$ cat src/rtl/hex_uart_pkg.sv
// ---------------------------------------------------------------------------
// hex_uart_pkg
// Shared constants, FSM state encoding and character selection helper for
// the hex-string UART transmitter (hex_string_uart_tx and uart_tx_byte).
// ---------------------------------------------------------------------------
package hex_uart_pkg;

    localparam logic [7:0] ASCII_CR        = 8'h0D;
    localparam logic [7:0] ASCII_LF        = 8'h0A;
    localparam int         UART_FRAME_BITS = 10;   // start + 8 data + stop

    typedef enum logic [2:0] {
        ST_IDLE   = 3'd0,
        ST_START  = 3'd1,
        ST_DATA   = 3'd2,
        ST_STOP   = 3'd3,
        ST_FINISH = 3'd4
    } hex_uart_state_e;

    // Character idx of the message: 0..7 come from the string (char0 in the
    // top byte), 8 and 9 are the CR LF trailer.
    function automatic logic [7:0] pick_char(input logic [63:0] str,
                                             input logic [3:0]  idx);
        logic [5:0] sh;
        sh = {~idx[2:0], 3'b000};           // (7 - idx) * 8
        case (idx)
            4'd8:    pick_char = ASCII_CR;
            4'd9:    pick_char = ASCII_LF;
            default: pick_char = str[sh +: 8];
        endcase
    endfunction

endpackage

$ cat src/rtl/hex_string_uart_tx_if.sv
// ---------------------------------------------------------------------------
// hex_string_uart_tx_if
// Valid/ready handshake carrying one 8-character ASCII hex string.
//   str_in    : 64-bit string, char0 in [63:56]
//   str_valid : source holds high until accepted
//   str_ready : sink idle and able to accept
// ---------------------------------------------------------------------------
interface hex_string_uart_tx_if;

    logic [63:0] str_in;
    logic        str_valid;
    logic        str_ready;

    modport master (output str_in, output str_valid, input  str_ready);
    modport slave  (input  str_in, input  str_valid, output str_ready);

endinterface

$ cat src/rtl/hex_string_uart_tx_byte.sv
// ---------------------------------------------------------------------------
// uart_tx_byte
// Single-byte 8N1 serializer. Owns the baud and bit counters.
//   i_clk, i_rst  : clock, synchronous active-high reset
//   i_start       : load i_data and begin a frame (honoured when idle or in
//                   the last stop-bit cycle, so frames can run gapless)
//   i_data        : byte to send, LSB first
//   o_tx          : registered serial output, idle high
//   o_byte_done   : high during the final cycle of the stop bit
//   o_phase       : ST_IDLE / ST_START / ST_DATA / ST_STOP
// ---------------------------------------------------------------------------
module uart_tx_byte
    import hex_uart_pkg::*;
#(
    parameter int CLKS_PER_BIT = 434
) (
    input  logic            i_clk,
    input  logic            i_rst,
    input  logic            i_start,
    input  logic [7:0]      i_data,
    output logic            o_tx,
    output logic            o_byte_done,
    output hex_uart_state_e o_phase
);

    localparam int BAUD_W = (CLKS_PER_BIT > 1) ? $clog2(CLKS_PER_BIT) : 1;
    localparam logic [BAUD_W-1:0] BAUD_LAST = BAUD_W'(CLKS_PER_BIT - 1);

    hex_uart_state_e   r_phase;
    logic [BAUD_W-1:0] r_baud;
    logic [2:0]        r_bit;
    logic [7:0]        r_shift;     // bit currently on the line sits in [0]
    logic              r_tx;

    logic w_baud_end;
    logic w_can_load;

    assign w_baud_end  = (r_phase != ST_IDLE) && (r_baud == BAUD_LAST);
    assign o_byte_done = w_baud_end && (r_phase == ST_STOP);
    assign w_can_load  = (r_phase == ST_IDLE) || o_byte_done;
    assign o_tx        = r_tx;
    assign o_phase     = r_phase;

    always_ff @(posedge i_clk) begin
        if (i_rst) begin
            r_phase <= ST_IDLE;
            r_baud  <= '0;
            r_bit   <= '0;
            r_shift <= '0;
            r_tx    <= 1'b1;
        end else if (i_start && w_can_load) begin
            r_phase <= ST_START;
            r_baud  <= '0;
            r_bit   <= '0;
            r_shift <= i_data;
            r_tx    <= 1'b0;
        end else if (r_phase != ST_IDLE) begin
            if (w_baud_end) begin
                r_baud <= '0;
                case (r_phase)
                    ST_START: begin
                        r_phase <= ST_DATA;
                        r_tx    <= r_shift[0];
                    end
                    ST_DATA: begin
                        if (r_bit == 3'd7) begin
                            r_phase <= ST_STOP;
                            r_tx    <= 1'b1;
                            r_bit   <= '0;
                        end else begin
                            r_bit   <= r_bit + 3'd1;
                            r_shift <= {1'b0, r_shift[7:1]};
                            r_tx    <= r_shift[1];
                        end
                    end
                    default: begin
                        // end of stop bit with no follow-on byte
                        r_phase <= ST_IDLE;
                        r_tx    <= 1'b1;
                    end
                endcase
            end else begin
                r_baud <= r_baud + 1'b1;
            end
        end
    end

endmodule

$ cat src/rtl/hex_string_uart_tx.sv
// ---------------------------------------------------------------------------
// hex_string_uart_tx
// Latches one 8-character ASCII string per handshake and sends it as
// back-to-back 8N1 frames, optionally followed by CR LF.
//   i_clk, i_rst : clock, synchronous active-high reset
//   s_if         : slave side of the string handshake
//   o_tx         : UART line, idle high, registered
//   o_busy       : frames in progress
//   o_done       : one-cycle pulse after the final stop bit
// ---------------------------------------------------------------------------
module hex_string_uart_tx
    import hex_uart_pkg::*;
#(
    parameter int CLKS_PER_BIT = 434,
    parameter int APPEND_CRLF  = 1
) (
    input  logic                 i_clk,
    input  logic                 i_rst,
    hex_string_uart_tx_if.slave  s_if,
    output logic                 o_tx,
    output logic                 o_busy,
    output logic                 o_done
);

    generate
        if (CLKS_PER_BIT < 2 || CLKS_PER_BIT > 65535) begin : g_bad_cpb
            $error("hex_string_uart_tx: CLKS_PER_BIT must be in 2..65535");
        end
    endgenerate

    localparam logic [3:0] LAST_IDX = (APPEND_CRLF != 0) ? 4'd9 : 4'd7;

    logic [63:0]     r_hold;
    logic [3:0]      r_char_idx;
    logic            r_finish;

    hex_uart_state_e w_phase;
    hex_uart_state_e w_state;
    logic            w_accept;
    logic            w_last;
    logic            w_byte_done;
    logic            w_byte_start;
    logic [3:0]      w_next_idx;
    logic [7:0]      w_byte_data;

    // FINISH is the one cycle after the last stop bit; otherwise the state
    // is whatever phase the serializer is in.
    assign w_state        = r_finish ? ST_FINISH : w_phase;
    assign s_if.str_ready = (w_state == ST_IDLE);
    assign o_busy         = (w_phase != ST_IDLE);
    assign o_done         = r_finish;

    assign w_accept     = s_if.str_valid && s_if.str_ready;
    assign w_last       = (r_char_idx == LAST_IDX);
    assign w_next_idx   = r_char_idx + 4'd1;
    assign w_byte_start = w_accept || (w_byte_done && !w_last);
    // On the accept edge the holding register is not loaded yet, so char0
    // comes straight from the bus.
    assign w_byte_data  = w_accept ? s_if.str_in[63:56]
                                   : pick_char(r_hold, w_next_idx);

    always_ff @(posedge i_clk) begin
        if (i_rst) begin
            r_hold     <= '0;
            r_char_idx <= '0;
            r_finish   <= 1'b0;
        end else begin
            r_finish <= w_byte_done && w_last;
            if (w_accept) begin
                r_hold     <= s_if.str_in;
                r_char_idx <= '0;
            end else if (w_byte_done && !w_last) begin
                r_char_idx <= w_next_idx;
            end
        end
    end

    uart_tx_byte #(
        .CLKS_PER_BIT (CLKS_PER_BIT)
    ) u_byte (
        .i_clk       (i_clk),
        .i_rst       (i_rst),
        .i_start     (w_byte_start),
        .i_data      (w_byte_data),
        .o_tx        (o_tx),
        .o_byte_done (w_byte_done),
        .o_phase     (w_phase)
    );

endmodule

$ cat src/flat_wrapper.sv
// flat-port wrapper written by rule: the top's interface ports become plain ports
module hex_string_uart_tx_flat import hex_uart_pkg::*;
#(
    parameter int CLKS_PER_BIT = 434,
    parameter int APPEND_CRLF  = 1
)
  (i_clk, i_rst, o_tx, o_busy, o_done, s_if_str_in, s_if_str_valid, s_if_str_ready);
  hex_string_uart_tx_if s_if_i ();
  input  logic i_clk;
  input  logic i_rst;
  output logic o_tx;
  output logic o_busy;
  output logic o_done;
  input wire logic [$bits(s_if_i.str_in)-1:0] s_if_str_in;
  input wire logic [$bits(s_if_i.str_valid)-1:0] s_if_str_valid;
  output wire logic [$bits(s_if_i.str_ready)-1:0] s_if_str_ready;
  assign s_if_i.str_in = s_if_str_in;
  assign s_if_i.str_valid = s_if_str_valid;
  assign s_if_str_ready = s_if_i.str_ready;
  hex_string_uart_tx #(.CLKS_PER_BIT(CLKS_PER_BIT), .APPEND_CRLF(APPEND_CRLF)) u_core (.i_clk(i_clk), .i_rst(i_rst), .s_if(s_if_i), .o_tx(o_tx), .o_busy(o_busy), .o_done(o_done));
endmodule
$ cat config.mk
export PLATFORM = sky130hd
export DESIGN_NAME = hex_string_uart_tx_flat
export DESIGN_NICKNAME = d
export VERILOG_FILES = /design/src/rtl/hex_uart_pkg.sv /design/src/rtl/hex_string_uart_tx_if.sv /design/src/rtl/hex_string_uart_tx_byte.sv /design/src/rtl/hex_string_uart_tx.sv /design/src/flat_wrapper.sv
export SDC_FILE = /design/constraint.sdc
export NUM_CORES = 1
export LEC_CHECK = 0
export ABC_CLOCK_PERIOD_IN_PS = 2800
export BUFFER_PORTS_ARGS = -buffer_cell sky130_fd_sc_hd__buf_4
export CAP_MARGIN = 20
export CORE_ASPECT_RATIO = 2
export CORE_MARGIN = 2
export CORE_UTILIZATION = 51
export CTS_CLUSTER_DIAMETER = 30
export CTS_CLUSTER_SIZE = 40
export DETAILED_ROUTE_END_ITERATION = 7
export PLACE_DENSITY = 0.76
export SLEW_MARGIN = 10
export SYNTH_ARGS = -nofsm -noshare
export SYNTH_HDL_FRONTEND = slang
export SYNTH_SLANG_ARGS = --single-unit
export TNS_END_PERCENT = 10
$ cat constraint.sdc
create_clock -name i_clk -period 2.8 [get_ports i_clk]
set_input_delay 0.42 -clock i_clk [delete_from_list [all_inputs] [get_ports i_clk]]
set_output_delay 0.42 -clock i_clk [all_outputs]
set_load 0.01 [all_outputs]
# Word level (Yosys, flattened, before mapping)
# Cells that the tools add are included.
[word_totals]
regBits = 93
in_bits = 67
output_inout_bits = 4
word_cells = 67
[op_classes]
n_addsub = 3
eq_ne = 11
n_shift = 1
mux = 20
bitwise = 1
reduce_logical = 22
[op_table]
columns = ["operator", "count"]
rows = [
  ["64-bit by 7-bit indexed part select with 8-bit output", 1],
  ["8-bit two-way mux", 6],
  ["8-bit one-hot mux with 2 select lines", 1],
  ["4-bit equality test (second input constant)", 3],
  ["9-bit by 1-bit adder with 9-bit output (second input constant)", 1],
  ["9-bit equality test (second input constant)", 1],
  ["3-bit two-way mux", 3],
  ["9-bit two-way mux", 1],
  ["3-bit AND reduction", 3],
  ["1-bit two-way mux", 7],
  ["3-bit by 2-bit equality test with 1-bit output (second input constant)", 2],
  ["1-bit logical AND", 6],
  ["3-bit zero test", 2],
  ["3-bit one-hot mux with 2 select lines", 1],
  ["2-bit nonzero test", 3],
  ["4-bit by 1-bit adder with 4-bit output (second input constant)", 1],
  ["2-bit inequality test (second input constant)", 2],
  ["4-bit AND reduction", 1],
  ["2-bit OR reduction", 2],
  ["3-bit by 1-bit adder with 3-bit output (second input constant)", 1],
  ["3-bit by 1-bit equality test with 1-bit output (second input constant)", 1],
  ["3-bit equality test (second input constant)", 1],
  ["3-bit inequality test (second input constant)", 1],
  ["3-bit NOT", 1],
  ["5 further kinds", 6],
]

# Depth between registers and ports, before layout
# Gate-level depths: netlist of the first run.
[logic_depth]
depth_word = 8
mapped_depth = 10
ltp_nobuf = 7

# Cells and area by module
# A second synthesis of the first run with hierarchy kept.
[unflattened]
hier_cells = 506
area_unflattened_um2 = 4424.2
[modules_own_cells]
columns = ["module", "instances", "cells_per_inst", "area_per_inst_um2"]
rows = [
  ["hex_string_uart_tx", 1, 371, 3198.1],
  ["uart_tx_byte", 1, 135, 1226.2],
]

# Least setup slack after synthesis of the first run
# OpenSTA, ideal clock, no wires.
[synth_timing]
path_kind = "register to register"
from = "register u_core.r_char_idx[0]"
to = "register u_core.u_byte.r_shift[4]"
setup_ps = 155
arrival_ps = 2524
required_time_ps = 2645
slack_ps = 122
stages_incl_launch_ff = 11
synth_period_minus_slack_ps = 2678
cell_sequence = "dfxtp_1 buf_4 buf_4 inv_1 ha_1 clkbuf_1 clkbuf_1 mux4_2 mux2_2 nand3_1 a311oi_1"
[synth_lines]
columns = ["element", "line_no", "text"]
rows = [
  ["from (decl)", "hex_string_uart_tx.sv:34", "logic [3:0] r_char_idx;"],
  ["from (signal assigned)", "hex_string_uart_tx.sv:73", "r_char_idx <= w_next_idx;"],
  ["4-bit by 1-bit adder with 4-bit output *", "hex_string_uart_tx.sv:55", "assign w_next_idx = r_char_idx + 4'd1;"],
  ["via u_core.w_next_idx[0]", "hex_string_uart_tx.sv:43", "logic [3:0] w_next_idx;"],
  ["3-bit NOT", "hex_uart_pkg.sv:25", "sh = {~idx[2:0], 3'b000};"],
  ["64-bit by 7-bit indexed part select with 8-bit output", "hex_uart_pkg.sv:29", "default: pick_char = str[sh +: 8];"],
  ["8-bit one-hot mux with 2 select lines *", "hex_uart_pkg.sv:26", "case (idx)"],
  ["8-bit two-way mux *", "hex_string_uart_tx.sv:59", "assign w_byte_data = w_accept ? s_if.str_in[63:56]"],
  ["8-bit two-way mux *", "hex_string_uart_tx_byte.sv:51", "end else if (i_start && w_can_load) begin"],
  ["to (signal assigned)", "hex_string_uart_tx_byte.sv:55", "r_shift <= i_data;"],
  ["to (signal assigned)", "hex_string_uart_tx_byte.sv:72", "r_shift <= {1'b0, r_shift[7:1]};"],
  ["to (decl)", "hex_string_uart_tx_byte.sv:32", "logic [7:0] r_shift;"],
]
# Mark *: on every way through the listed nets, which the timed path passes. The rest lies on a longest branch.
# A chain may end at the register's enable or synchronous reset.

# Worst setup path after layout of the first run
[layout_timing]
from = "register u_core.u_byte.r_phase[0], in the netlist u_core.u_byte.o_phase[0]"
to = "register u_core.u_byte.r_shift[0]"
[layout_via]
elab_chain_len = 8
[layout_rtl]
columns = ["element", "line_no", "text"]
rows = [
  ["from (decl)", "hex_string_uart_tx_byte.sv:29", "hex_uart_state_e r_phase;"],
  ["from (signal assigned)", "hex_string_uart_tx_byte.sv:46", "r_phase <= ST_IDLE;"],
  ["from (signal assigned)", "hex_string_uart_tx_byte.sv:52", "r_phase <= ST_START;"],
  ["from (signal assigned)", "hex_string_uart_tx_byte.sv:62", "r_phase <= ST_DATA;"],
  ["3-bit nonzero test", "hex_string_uart_tx_byte.sv:38, hex_string_uart_tx_byte.sv:57", ""],
  ["1-bit logical AND", "hex_string_uart_tx_byte.sv:38", "assign w_baud_end = (r_phase != ST_IDLE) && (r_baud == BAUD_LAST);"],
  ["1-bit logical AND", "hex_string_uart_tx_byte.sv:39", "assign o_byte_done = w_baud_end && (r_phase == ST_STOP);"],
  ["1-bit logical AND", "hex_string_uart_tx.sv:56", "assign w_byte_start = w_accept || (w_byte_done && !w_last);"],
  ["1-bit logical OR", "hex_string_uart_tx.sv:56", ""],
  ["1-bit logical AND", "hex_string_uart_tx_byte.sv:51", ""],
  ["2-bit inequality test (no source line) / 2-bit nonzero test (equally long branches)", "--", ""],
  ["4-bit AND reduction (no source line)", "--", ""],
]
# Parallel ways exist; a longest one is shown, timed or not.

==> metrics, run 1 <==
DP HPWL approximately 7.6 mm; first-pass GRT wire length approximately 17 mm; Avg WL per Cell approximately 16 microns; initial antenna violation count 0; hold crit path type input port to register; Final Hold Fails 0; sequential fraction of the synthesis area 0.435; Cells after Synth 488; Top FF cell, synth dfxtp_1; yosys warns 0; Inserted Clock Buffers 9; post-CTS sizing 0; RSZ-0062 raised after global routing false; Post-synth EDFFs 0; worst reg2reg setup slack around 0.32 ns; Post-CTS Setup Bufs 0; chip width around 70 microns; CP Capture Type register; slew margin rel. 0.568; Slew Limit Fails 0; io pins 71; most frequent cells after synthesis nand2_1 (136), dfxtp_1 (92), a21oi_1 (72); number of iterations in the first detailed-routing pass 4; Root Buffer clkbuf_16; clock skew ~0.0056 ns; Iteration-0 DRC Markers between 150 and 200; synthesized flop and latch total between 90 and 100; P per Cell Area 607 nW/um^2; vias per cell between 5 and 6; LEAKAGE 2.03 nW; grt total ovfl 0; ys async rst share 0; fin util 0.633; worst setup path class register to register; final-report setup violation count 0; fmax a little over 400 MHz; CTS tree built; CTS sink count 92; Worst EP arrival roughly 2.7 ns; fraction of layout cells with a size suffix above 1 0.228; H-tree depth 3; Placeable Area 8170 sq um; vias in the first global route 3667; Tightest Pin Transition 0.648 ns; startpoint class of the critical path register; Die H between 100 and 150 microns; # diodes 0; most common cell in the netlist nand2_1; area share of the largest cell type after synthesis 0.435; post-synth top area cell dfxtp_1; WP data required a little over 3 ns; Mean Syn Cell Area 8.68 sq um; clk_lat worst skew roughly 0.34 ns; # hold bufs at CTS 0; crit path time final roughly 2.5 ns; Post-Route WL between 10 and 15 mm; die footprint roughly 9000 sq um; synth unique cells 49; Port Buffer Count 70; clock slew at reported path FFs 0.06 ns; Placer Congestion ~0.86; setup TNS 0 ns; Placement Rows 47; Post-Syn Nets around 570; Max Fanout on Critical Path 8; Netlist Area Pre-Place around 4200 sq um; Initial Util 0.518; DRC Markers 0; largest net degree at the start of global routing 70; status complete, no violations; CTS max path bufs 2; synth top area cells dfxtp_1 (43%), nand2_1 (12%), a21oi_1 (8.5%); Routed Antenna Nets 0; total number of vias ~3.7k; Nets between 600 and 700; GRT Util Overall 0.244; peak supply drop 0.420 mV; final critical-path share of the clock period 0.887; Max Cap Viol 0; Area growth syn-to-layout 22.1%
[final cells by class]
| type | count | area [sq um] |
|---|---|---|
| Fill cell | 713 | 3000 |
| Multi-Input combinational cell | 358 | 2240 |
| Sequential cell | 92 | 1840 |
| Timing Repair Buffer | 80 | 601 |
| Clock buffer | 11 | 253 |
| Tap cell | 98 | 123 |
| Clock inverter | 5 | 83.8 |
| Inverter | 7 | 26.3 |
[where the power goes]
group | total, mW | internal (mW) | switching (mW)
combinational | 0.366 | 0.171 | 0.194
sequential | 1.44 | 1.39 | 0.0483
clock | 1.34 | 0.832 | 0.504
total | 3.14 | 2.39 | 0.746
[through the flow]
stage / cells / setup slack (ns) / hold WS [ns] / area (sq um) / power [mW]
after floorplan: 488 / 0.122 / 0.433 / 4240 / 1.68
after global placement: 635 / 0.503 / 0.440 / 4840 / 1.82
after detailed placement: 635 / 0.351 / 0.444 / 4840 / 1.83
after CTS: 651 / 0.332 / 0.312 / 5170 / 3.15
after global routing: 651 / 0.0831 / 0.320 / 5170 / 3.25
final: 651 / 0.317 / 0.317 / 5170 / 3.14
[metal layers]
layer,routed length (microns),track usage,up-vias,part of all wire
li1,-,-,1806,-
met1,3790,0.254,1741,0.37
met2,5620,0.416,95,0.55
met3,309,0.0442,36,0.030
met4,582,0.171,0,0.057
met5,0,0,-,0
[worst paths after layout]
path	end	cells after the start	start
setup / recovery	u_core.u_byte.r_shift[0]	7	u_core.u_byte.o_phase[0]
hold / removal	u_core.r_hold[7]	3	s_if_str_in[7]
setup reg to reg	u_core.u_byte.r_shift[0]	7	u_core.u_byte.o_phase[0]
hold reg to reg	u_core.r_hold[43]	2	u_core.r_hold[43]
[flip-flops by register name (all words and copies together) (netlist names)]
register	count
u_core.u_byte.o_phase	2
u_core.u_byte.o_tx	1
u_core.o_done	1
u_core.r_char_idx	4
u_core.u_byte.r_shift	8
u_core.u_byte.r_bit	3
u_core.r_hold	64
u_core.u_byte.r_baud	9
[cells by family after synthesis]
family,count (synthesis),share of synthesized area
xor gates and xnor gates,11,0.0245
muxes,30,0.120
AOI/OAI and AO/OA,102,0.143
buffers and inverters,38,0.0357
adders and majority gates,12,0.0354
DFF,92,0.435
and+or+nand+nor,203,0.208
[worst max-delay path, stage by stage, from the launching register on]
cell,delay [ns]
dfxtp_1,0.47
inv_1,0.11
ha_1,0.33
nor3_2,0.31
nand3_1,0.29
a21boi_2,0.36
mux2i_1,0.15
a2111oi_2,0.37
[cells in the final DEF (no fill, tap or decap), types with 7 or more instances in the layout]
master     Yosys  routed
nand2_1      136     136
dfxtp_1       92      92
buf_4          2      80
a21oi_1       72      72
nor2_1        25      25
mux4_2        16      16
ha_1          12      12
nor3_1        10      10
nand3_1       10      10
mux2i_1        9       9
clkbuf_16      0       9
inv_1          7       7
Note: power is estimated with default switching activity, not from simulation.
==> run 2: changes to the inputs <==
--- a/config.mk
+++ b/config.mk
@@ -21,2 +21 @@
 export SYNTH_SLANG_ARGS = --single-unit
-export TNS_END_PERCENT = 10
--- a/constraint.sdc
+++ b/constraint.sdc
@@ -3,2 +3,2 @@
 set_output_delay 0.42 -clock i_clk [all_outputs]
-set_load 0.01 [all_outputs]
+set_load 0.1 [all_outputs]
==> run 2 against run 1 <==
Worst setup slack better by 0.0047 ns. Clock skew shrank 0.0038 ns. Routed wire length fell by 1.6%. First-iteration DRC count decreased by 31%. Non-clock buffer count rose by 1. Power is 6.0% lower. Cell area fell by 1.0%. Global-route usage down 0.58 points. Flip-flop and latch count is the same. Worst hold slack improved by 0.0062 ns. Largest cell class unchanged.
==> metrics, run 2 (synthesis results as in run 1) <==
fmax 404 MHz (+0.19%); fin util 0.626 (-0.00643); Initial Util 0.518 (unchanged); post-CTS sizing 0 (unchanged); clock slew at reported path FFs 0.06 ns (about the same); slew margin rel. 0.666 (+0.0976); finished layout cell area 5120 sq um (-1.0%); Max Fanout on Critical Path 8 (unchanged); CP max-delay cell dfxtp_1; Worst Hold Path Cells 3 (unchanged); P per Cell Area 576 nW/um^2 (-5.1%); FF-to-FF path depth 7 (unchanged); CP Capture Type register; CP cell instances inv_1, ha_1, nor3_2, nand4_1, a21o_1, a2111oi_1, a2111oi_2; die footprint 9100 sq um (unchanged); largest net degree at the start of global routing 50 (-29%); Root Buffer clkbuf_16; Final Hold Fails 0 (unchanged); total number of vias 3680 (+0.054%); Inserted Clock Buffers 9 (unchanged); initial antenna violation count 0 (unchanged); number of iterations in the first detailed-routing pass 4 (unchanged); Hold Path End u_core.r_hold[15]; Post-Place Cells 636 (+0.16%); Die H 133 microns (unchanged); io pins 71 (unchanged); HP Start s_if_str_in[15]; final critical-path share of the clock period 0.885 (-0.00169); H-tree depth 3 (unchanged); fraction of layout cells with a size suffix above 1 0.224 (-0.00362); startpoint class of the critical path register; # diodes 0 (unchanged); status complete, no violations; Reg2Reg Capture Point u_core.u_byte.r_shift[0]; biggest regs u_core.r_hold x64, u_core.u_byte.r_baud x9, u_core.u_byte.r_shift x8; Routed Antenna Nets 0 (unchanged); Post-Route WL 10.1 mm (-1.6%); fin cells 651 (unchanged); final-report setup violation count 0 (unchanged); Max Cap Viol 0 (unchanged); chip width 68.5 microns (unchanged); R2R Path Start u_core.u_byte.o_phase[1]; peak supply drop 0.407 mV (-3.1%); Slew Limit Fails 0 (unchanged); clock skew 0.00180 ns (-0.00379 ns); Reg with most FFs u_core.r_hold; LEAKAGE 2.01 nW (-1.1%); Placement Rows 47 (unchanged); Hold WS 0.323 ns (+0.00617 ns); worst setup path class register to register; Power, Total 2.95 mW (-6.0%); crit path time final 2.48 ns (-0.00473 ns); most common cell after layout, fill and taps aside nand2_1; most frequent cells in the layout nand2_1 (136), dfxtp_1 (92), buf_4 (81); DP HPWL 7.53 mm (-1.0%); DRC Markers 0 (unchanged); Placer Congestion 0.823 (-3.9%); RSZ-0062 raised after global routing false; pre-CTS WS 0.368 ns (+0.0166 ns); CTS max path bufs 2 (unchanged); GRT Util Overall 0.238 (-0.00579); CP max stage delay 0.51 ns (+0.04 ns); vias per cell 5.65 (about the same); worst reg2reg setup slack 0.32 ns (about the same); Area after DPL 4850 sq um (+0.26%); worst setup margin 0.322 ns (+0.00473 ns); Worst EP arrival 2.68 ns (-0.04 ns); Placeable Area 8170 sq um (unchanged); Post-CTS Setup Bufs 0 (unchanged); vias in the first global route 3657 (-0.27%); # hold bufs at CTS 0 (unchanged); setup TNS 0 ns (unchanged); CTS tree built; Area growth syn-to-layout 20.8%; grt total ovfl 0 (unchanged); clk_lat worst skew 0.34 ns (about the same); Port Buffer Count 70 (unchanged); Avg WL per Cell 15.6 microns (-1.6%); Nets 628 (+0.16%); CTS sink count 92 (unchanged); Largest register FFs 64 (unchanged); first-pass GRT wire length 16.3 mm (-2.3%); Iteration-0 DRC Markers 135 (-31%); Tightest Pin Transition 0.502 ns (-0.146 ns); WP data required 3.01 ns (-0.03 ns); hold crit path type input port to register
## run 2: layer usage
metal,part of all wire,track usage,vias up
met3,0.038,0.0400,35
li1,-,-,1799
met4,0.052,0.146,0
met5,0,0,-
met1,0.37,0.244,1743
met2,0.54,0.422,103
## run 2: critical path: cells and delay by family (launching register included)
family,cells,cell delay (ns)
buffers and inverters,1,0.12
and+or+nand+nor,2,0.56
AOI/OAI and AO/OA,3,0.84
adders and majority gates,1,0.31
DFF,1,0.51
## run 2: layout make-up
cell class,count,area [sq um]
Fill cell,719,3050
Multi-Input combinational cell,358,2250
Sequential cell,92,1840
Timing Repair Buffer,81,608
Clock buffer,14,264
Tap cell,98,123
Inverter,7,26.3
Clock inverter,1,7.51
## run 2: worst max path at each step
stage | endpoint | depth (start not counted) | start | slack [ns]
2_1_floorplan | u_core.u_byte.r_shift[4] | 10 | u_core.r_char_idx[0] | 0.12
4_1_cts | u_core.u_byte.r_shift[0] | 7 | u_core.u_byte.o_phase[1] | 0.35
3_3_place_gp | u_core.u_byte.r_shift[0] | 7 | u_core.u_byte.o_phase[0] | 0.47
5_1_grt | u_core.u_byte.r_shift[0] | 7 | u_core.u_byte.o_phase[0] | 0.08
6_report | u_core.u_byte.r_shift[0] | 7 | u_core.u_byte.o_phase[1] | 0.32
3_5_place_dp | u_core.u_byte.r_shift[0] | 7 | u_core.u_byte.o_phase[1] | 0.37
## run 2: where the power goes
part | internal (mW) | switching (mW)
logic | 0.174 | 0.227
registers | 1.39 | 0.0457
clock network | 0.646 | 0.467
